===== config.mk =====
export PLATFORM = sky130hd
export DESIGN_NAME = cache_controller
export DESIGN_NICKNAME = d
export VERILOG_FILES = /design/src/rtl/cache_ctrl_pkg.sv /design/src/rtl/sat_counter.sv /design/src/rtl/cache_controller.sv
export SDC_FILE = /design/constraint.sdc
export NUM_CORES = 1
export LEC_CHECK = 0
export ABC_AREA = 1
export CORE_ASPECT_RATIO = 1.5
export CORE_UTILIZATION = 42
export DETAILED_ROUTE_END_ITERATION = 7
export PLACE_DENSITY = 0.79
export SLEW_MARGIN = 20
export SYNTH_ARGS = -nofsm -noshare
export SYNTH_HDL_FRONTEND = slang
export SYNTH_SLANG_ARGS = --single-unit

===== constraint.sdc =====
create_clock -name clk -period 4.4 [get_ports clk]
set_clock_uncertainty 0.15 [all_clocks]
set_input_delay 0.88 -clock clk [delete_from_list [all_inputs] [get_ports clk]]
set_output_delay 0.88 -clock clk [all_outputs]
set_load 0.01 [all_outputs]

===== src/rtl/cache_ctrl_pkg.sv =====
// Shared types and default widths for the CPU-side cache sequencing controller.
package cache_ctrl_pkg;

  localparam int DEF_DATA_WIDTH = 32;
  localparam int DEF_ADDR_WIDTH = 32;
  localparam int DEF_CNT_WIDTH  = 32;

  typedef enum logic [2:0] {
    ST_IDLE      = 3'd0,
    ST_LOOKUP    = 3'd1,
    ST_MEM_READ  = 3'd2,
    ST_FILL      = 3'd3,
    ST_MEM_WRITE = 3'd4
  } ctrl_state_t;

endpackage


===== src/rtl/sat_counter.sv =====
// Event counter that sticks at all-ones instead of wrapping.
module sat_counter #(
  parameter int WIDTH = 32
) (
  input  logic             clk,
  input  logic             rst,
  input  logic             inc_i,
  output logic [WIDTH-1:0] count_o
);

  // Saturating increment; reset has priority over counting.
  always_ff @(posedge clk) begin
    if (rst) begin
      count_o <= {WIDTH{1'b0}};
    end else if (inc_i && (count_o != {WIDTH{1'b1}})) begin
      count_o <= count_o + {{(WIDTH-1){1'b0}}, 1'b1};
    end else begin
      count_o <= count_o;
    end
  end

endmodule


===== src/rtl/cache_controller.sv =====
// One-request-at-a-time sequencer for a two-way cache: load refill on miss,
// write-through stores that update the cache only on a hit.
module cache_controller
  import cache_ctrl_pkg::*;
#(
  parameter int DATA_WIDTH = DEF_DATA_WIDTH,
  parameter int ADDR_WIDTH = DEF_ADDR_WIDTH,
  parameter int CNT_WIDTH  = DEF_CNT_WIDTH
) (
  input  logic                  clk,
  input  logic                  rst,
  input  logic                  cpu_req_i,
  input  logic                  cpu_we_i,
  input  logic [ADDR_WIDTH-1:0] cpu_addr_i,
  input  logic [DATA_WIDTH-1:0] cpu_wdata_i,
  output logic                  cpu_busy_o,
  output logic                  cpu_resp_o,
  output logic [DATA_WIDTH-1:0] cpu_rdata_o,
  output logic [ADDR_WIDTH-1:0] cache_addr_o,
  input  logic                  cache_hit_i,
  input  logic [DATA_WIDTH-1:0] cache_rdata_i,
  output logic                  cache_fill_o,
  output logic [DATA_WIDTH-1:0] cache_fill_data_o,
  output logic                  mem_req_o,
  output logic                  mem_we_o,
  output logic [ADDR_WIDTH-1:0] mem_addr_o,
  output logic [DATA_WIDTH-1:0] mem_wdata_o,
  input  logic                  mem_ack_i,
  input  logic [DATA_WIDTH-1:0] mem_rdata_i,
  output logic [CNT_WIDTH-1:0]  hit_count_o,
  output logic [CNT_WIDTH-1:0]  miss_count_o
);

  ctrl_state_t           state_r;
  ctrl_state_t           state_nxt_s;
  logic [ADDR_WIDTH-1:0] addr_r;
  logic                  we_r;
  logic                  hit_flag_r;
  logic [DATA_WIDTH-1:0] wdata_r;
  logic [DATA_WIDTH-1:0] rdata_r;
  logic                  hit_inc_s;
  logic                  miss_inc_s;

  // State register.
  always_ff @(posedge clk) begin
    if (rst) begin
      state_r <= ST_IDLE;
    end else begin
      state_r <= state_nxt_s;
    end
  end

  // Request, store-hit and refill-data latches.
  always_ff @(posedge clk) begin
    if (rst) begin
      addr_r     <= {ADDR_WIDTH{1'b0}};
      we_r       <= 1'b0;
      wdata_r    <= {DATA_WIDTH{1'b0}};
      hit_flag_r <= 1'b0;
      rdata_r    <= {DATA_WIDTH{1'b0}};
    end else if ((state_r == ST_IDLE) && cpu_req_i) begin
      addr_r  <= cpu_addr_i;
      we_r    <= cpu_we_i;
      wdata_r <= cpu_wdata_i;
    end else if ((state_r == ST_LOOKUP) && we_r) begin
      hit_flag_r <= cache_hit_i;
    end else if ((state_r == ST_MEM_READ) && mem_ack_i) begin
      rdata_r <= mem_rdata_i;
    end else begin
      addr_r <= addr_r;
    end
  end

  // Next-state decode.
  always_comb begin
    state_nxt_s = state_r;
    case (state_r)
      ST_IDLE:      state_nxt_s = cpu_req_i ? ST_LOOKUP : ST_IDLE;
      ST_LOOKUP: begin
        if (we_r) begin
          state_nxt_s = ST_MEM_WRITE;
        end else if (cache_hit_i) begin
          state_nxt_s = ST_IDLE;
        end else begin
          state_nxt_s = ST_MEM_READ;
        end
      end
      ST_MEM_READ:  state_nxt_s = mem_ack_i ? ST_FILL : ST_MEM_READ;
      ST_FILL:      state_nxt_s = ST_IDLE;
      ST_MEM_WRITE: state_nxt_s = mem_ack_i ? ST_IDLE : ST_MEM_WRITE;
      default:      state_nxt_s = ST_IDLE;
    endcase
  end

  // Output decode; load-hit data and the store ack response are same-cycle paths.
  always_comb begin
    cpu_busy_o        = (state_r != ST_IDLE);
    cpu_resp_o        = 1'b0;
    cpu_rdata_o       = {DATA_WIDTH{1'b0}};
    cache_addr_o      = addr_r;
    cache_fill_o      = 1'b0;
    cache_fill_data_o = {DATA_WIDTH{1'b0}};
    mem_req_o         = 1'b0;
    mem_we_o          = 1'b0;
    mem_addr_o        = addr_r;
    mem_wdata_o       = {DATA_WIDTH{1'b0}};
    hit_inc_s         = 1'b0;
    miss_inc_s        = 1'b0;
    case (state_r)
      ST_IDLE: begin
        cpu_busy_o = 1'b0;
      end
      ST_LOOKUP: begin
        hit_inc_s  = cache_hit_i;
        miss_inc_s = ~cache_hit_i;
        if (!we_r && cache_hit_i) begin
          cpu_resp_o  = 1'b1;
          cpu_rdata_o = cache_rdata_i;
        end else begin
          cpu_resp_o  = 1'b0;
        end
      end
      ST_MEM_READ: begin
        mem_req_o = 1'b1;
      end
      ST_FILL: begin
        cache_fill_o      = 1'b1;
        cache_fill_data_o = rdata_r;
        cpu_resp_o        = 1'b1;
        cpu_rdata_o       = rdata_r;
      end
      ST_MEM_WRITE: begin
        mem_req_o         = 1'b1;
        mem_we_o          = 1'b1;
        mem_wdata_o       = wdata_r;
        cache_fill_data_o = wdata_r;
        if (mem_ack_i) begin
          cpu_resp_o   = 1'b1;
          cache_fill_o = hit_flag_r;
        end else begin
          cpu_resp_o   = 1'b0;
        end
      end
      default: begin
        cpu_busy_o = 1'b0;
      end
    endcase
  end

  sat_counter #(.WIDTH(CNT_WIDTH)) u_hit_counter (
    .clk     (clk),
    .rst     (rst),
    .inc_i   (hit_inc_s),
    .count_o (hit_count_o)
  );

  sat_counter #(.WIDTH(CNT_WIDTH)) u_miss_counter (
    .clk     (clk),
    .rst     (rst),
    .inc_i   (miss_inc_s),
    .count_o (miss_count_o)
  );

endmodule


After elaboration in Yosys (flattened, before gate mapping)
Cells that the tools add are included.
- bits in registers: 165
- input port bits: 134
- output and inout bits: 229
- logic and storage cells: 52
- add/subtract/negate cells: 2
- equality and inequality tests: 6
- multiplexer cells: 20
- bitwise operators: 3
- reductions and logical operators: 13
- operators with widths (operator ; number):
    $pmux W32 S2 ; 2
    $add A32 B1 Y32 const B ; 2
    $mux W32 ; 2
    $ne A32 B32 Y1 const B ; 2
    $pmux W3 S4 ; 1
    $mux W1 ; 10
    $eq A3 B2 Y1 const B ; 2
    $logic_and A1 B1 Y1 ; 6
    $mux W3 ; 2
    $reduce_or A4 Y1 ; 1
    $eq A3 B1 Y1 const B ; 1
    $eq A3 B3 Y1 const B ; 1
    $logic_not A3 Y1 ; 1
    $not A1 Y1 ; 3
    $pmux W1 S3 ; 1
    $reduce_and A3 Y1 ; 1
    $reduce_bool A3 Y1 ; 1
    $mux W2 ; 1
    $pmux W1 S2 ; 1
    $reduce_and A2 Y1 ; 1
    $reduce_or A2 Y1 ; 1
    $logic_not A1 Y1 ; 1

Depth between registers and ports, before layout
- depth after elaboration: 4
- gate-level depth with buffers: 11
- mapped depth without buffers: 11

Cells and area by module
A second synthesis with hierarchy kept.
- cell total of the unflattened synthesis: 1520
- area, all modules: 9401.5 sq um
- modules (own cells, without submodules) (module ; instances ; cells each ; area an instance (sq um) ; seq. area each (sq um)):
    cache_controller ; 1 ; 872 ; 5277.6 ; 2021.9
    sat_counter ; 2 ; 324 ; 2062.0 ; 640.6

Worst setup path after synthesis
No wires, ideal clock.
- kind: input to output
- start point: input port cache_hit_i
- end point: output port cpu_rdata_o[10]
- arrival: 1.704 ns
- required time: 3.370 ns
- slack: 1.666 ns
- cell stages on the path: 6
- buffers on the path: 2
- path through: inv_1 -> nor2_4 -> buf_2 -> buf_2 -> nand3_1 -> o21ai_0
- cells in the longest elaborated chain, start to end: 3
- RTL lines (item ; line ; source):
    start: declaration ; cache_controller.sv:20 ; input logic cache_hit_i,
    $logic_and A1 B1 Y1 ; cache_controller.sv:116 ; if (!we_r && cache_hit_i) begin
    $mux W32 ; cache_controller.sv:116 ;
    $pmux W32 S2 ; cache_controller.sv:109 ; case (state_r)
    end: declaration ; cache_controller.sv:18 ; output logic [DATA_WIDTH-1:0] cpu_rdata_o,
No other way between the ends.

Worst setup path after layout
- start point: input port cache_hit_i
- end point: output port cpu_rdata_o[4]
The elaborated chain is that of the path after synthesis.

==> metrics.yaml <==
final_layout:
  layout_common_cells: "clkdlybuf4s50_1 (362), nor2_1 (179), nand2_1 (179)"
  final-seq-area_um2: 3303
  layout_commonest_cell: "clkdlybuf4s50_1"
  finalNonFillerCells: 1844
  multi_input_area_um2: 4141
  area_delta_synth_final_pct: 47.58
  n_fill_cell: 1785
  fin_nets: 1704
  layout-drive-gt1-share_pct: 5.503
  final_area_um2: 12650
setup_path:
  start_kind: "input port"
  critPathKind: "input port to primary output"
  crit_path_end_kind: "primary output"
  path_max_fanout: 24
  worst_ep_arrival_time_ns: 2.76
  worstRegToRegCells: 8
  required_ns: 3.37
cts:
  cts_hold_buf: 0
  cts_buffers: 17
  worstSkewPairLatency_ns: 0.43
  htreeDepth: 4
  clk_pin_slew_worst_paths_ns: 0.06
  root_buffer: "clkbuf_16"
  clockBufferDepth: 2
  post_cts_buffers: 0
  tritoncts: "yes"
  clock_sinks: 165
  ctsResizeCount: 0
worst_hold_path:
  min_path_cells: 2
  hold_class: "register to register"
synth:
  synth_top_area_share_pct: 38.55
  synthTopCellsByArea: "dfxtp_1 (39%), a21oi_1 (8.6%), nand2_1 (7.9%), nor2_1 (7.8%), o21ai_0 (7.7%)"
  ys_seq_area_share_pct: 38.55
  synth_area_um2: 8569
  yosysWarnings: 0
  syn_inst: 1278
  synth_seq_cells: 165
  yosysTopAreaCell: "dfxtp_1"
  yosysUniqueCellTypes: 31
  syn_avg_cell_area_um2: 6.705
  syn_nets: 1414
floorplan:
  row_count: 63
  core-area_um2: 19860
  die-height_um: 176.9
  start_util_pct: 43.14
  dieArea_um2: 20990
  die_w_um: 118.6
  ioPinCount: 363
routing:
  drt_iter0_markers: 865
  drc: 0
  firstDrtPassIters: 5
  drt-total-wl_um: 31620
  viasPerCell: 5.185
  num_vias: 9561
  antenna_left: 0
  wl_per_cell_um: 17.15
place:
  place_congestion: 0.8992
  placed_cell_area_um2: 12070
  place_hpwl_um: 23700
  dp_cells: 1809
  pre_cts_slack_ns: 0.6659
  io_buffers: 362
global_route:
  track_usage_pct: 29.37
  overflow: 0
  antenna_found_initial: 4
  grt_pass1_wl_um: 47890
  grt_pass1_vias: 8794
  grt_max_degree: 83
job:
  maxCapViolations: 0
sta:
  holdWs_ns: 0.3090
  final.min_clock_period_ns: 3.792
  grt_setup_unrepaired: "false"
  slew_viol_final: 0
  fmax_mhz: 263.7
  setup_ws_ns: 0.6079
  fin_tns_setup_ns: 0
  fin_crit_sh_pct: 86.18
  worstMarginPinSlew_ns: 0.7676
  hold_violations: 0
  slew_headroom_pct: 48.83
  setup_viol: 0
outcome:
  run_status: "finished clean"
pwr:
  peakVddDrop_uv: 254.3
  power_density_nw_per_um2: 285.0
  power_leakage_nw: 4.467
## Yosys cell counts
| master | n |
|---|---|
| nand2_1 | 181 |
| clkbuf_1 | 45 |
| buf_6 | 6 |
| nand4_1 | 19 |
| nand3_4 | 4 |
| a21oi_1 | 147 |
| nor3_1 | 5 |
| inv_1 | 153 |
| buf_2 | 17 |
| or2_2 | 2 |
| nand3_2 | 2 |
| nand2_4 | 1 |
| o22ai_1 | 32 |
| ha_1 | 2 |
| nand3b_1 | 2 |
| nand2_2 | 9 |
| clkinv_1 | 2 |
| nor2_4 | 12 |
| a221oi_1 | 1 |
| xor2_1 | 4 |
| o21ai_0 | 131 |
| o211ai_1 | 1 |
| nand3_1 | 105 |
| a31oi_1 | 2 |
| xnor2_1 | 1 |
| nor2_1 | 179 |
| buf_4 | 32 |
| and2_1 | 3 |
| dfxtp_1 | 165 |
| nor2_2 | 10 |
| inv_2 | 3 |
## final timing paths
check                                               from                        end  slack, ns
worst max-delay path                         cache_hit_i             cpu_rdata_o[4]       0.61
worst min-delay path                    cache_addr_o[16]           cache_addr_o[16]       0.31
worst max register to register  u_hit_counter.count_o[0]  u_hit_counter.count_o[18]       2.24
worst min register to register          cache_addr_o[16]           cache_addr_o[16]       0.31
## routing by layer
metal  part of all wire [%]  GRT usage, %
met2                     50         51.44
met4                    2.5         9.652
met5                  0.041             0
met3                    7.2         6.540
met1                     41         35.36
## stage by stage
stage / total power (W) / util (%)
finish: 0.003604 / 63.67
global route: 0.003751 / 63.66
CTS: 0.003623 / 63.59
detailed placement: 0.002195 / 60.78
global placement: 0.002185 / 60.78
floorplan: 0.001893 / -
## worst max-delay path, cell delays in order
cell and delay (ns):
clkdlybuf4s50_1 0.53, inv_1 0.12, nor2_4 0.12, buf_4 0.29
nand3_1 0.11, o21ai_0 0.11, clkdlybuf4s50_1 0.59
## power by group
part | total [W] | internal [W] | switching (W)
combinational | 0.000565 | 0.000288 | 0.000277
sequential | 0.00160 | 0.00156 | 0.0000386
clock | 0.00144 | 0.000789 | 0.000648
total | 0.00360 | 0.00264 | 0.000964
## registers in the layout (all words and copies together) (netlist names)
| name | flops |
|---|---|
| u_hit_counter.count_o | 32 |
| hit_flag_r | 1 |
| rdata_r | 32 |
| we_r | 1 |
| wdata_r | 32 |
| u_miss_counter.count_o | 32 |
| cache_addr_o | 32 |
| state_r | 3 |
## final cells by class
class | count | area share [%]
Antenna cell | 3 | 0.05936
Clock buffer | 19 | 3.423
Clock inverter | 13 | 0.9893
Inverter | 158 | 4.709
Multi-Input combinational cell | 855 | 32.75
Sequential cell | 165 | 26.12
Tap cell | 260 | 2.572
Timing Repair Buffer | 371 | 29.38
## logic make-up after synthesis
kind of cell / Yosys count / synth area share [%]
and+or+nand+nor: 534 / 28.27
AOI/OAI and AO/OA: 314 / 18.91
DFF: 165 / 38.55
adders and majority gates: 2 / 0.2920
xor gates and xnor gates: 5 / 0.5110
buffers and inverters: 258 / 13.48
No activity file was read; power rests on OpenSTA's default activity.
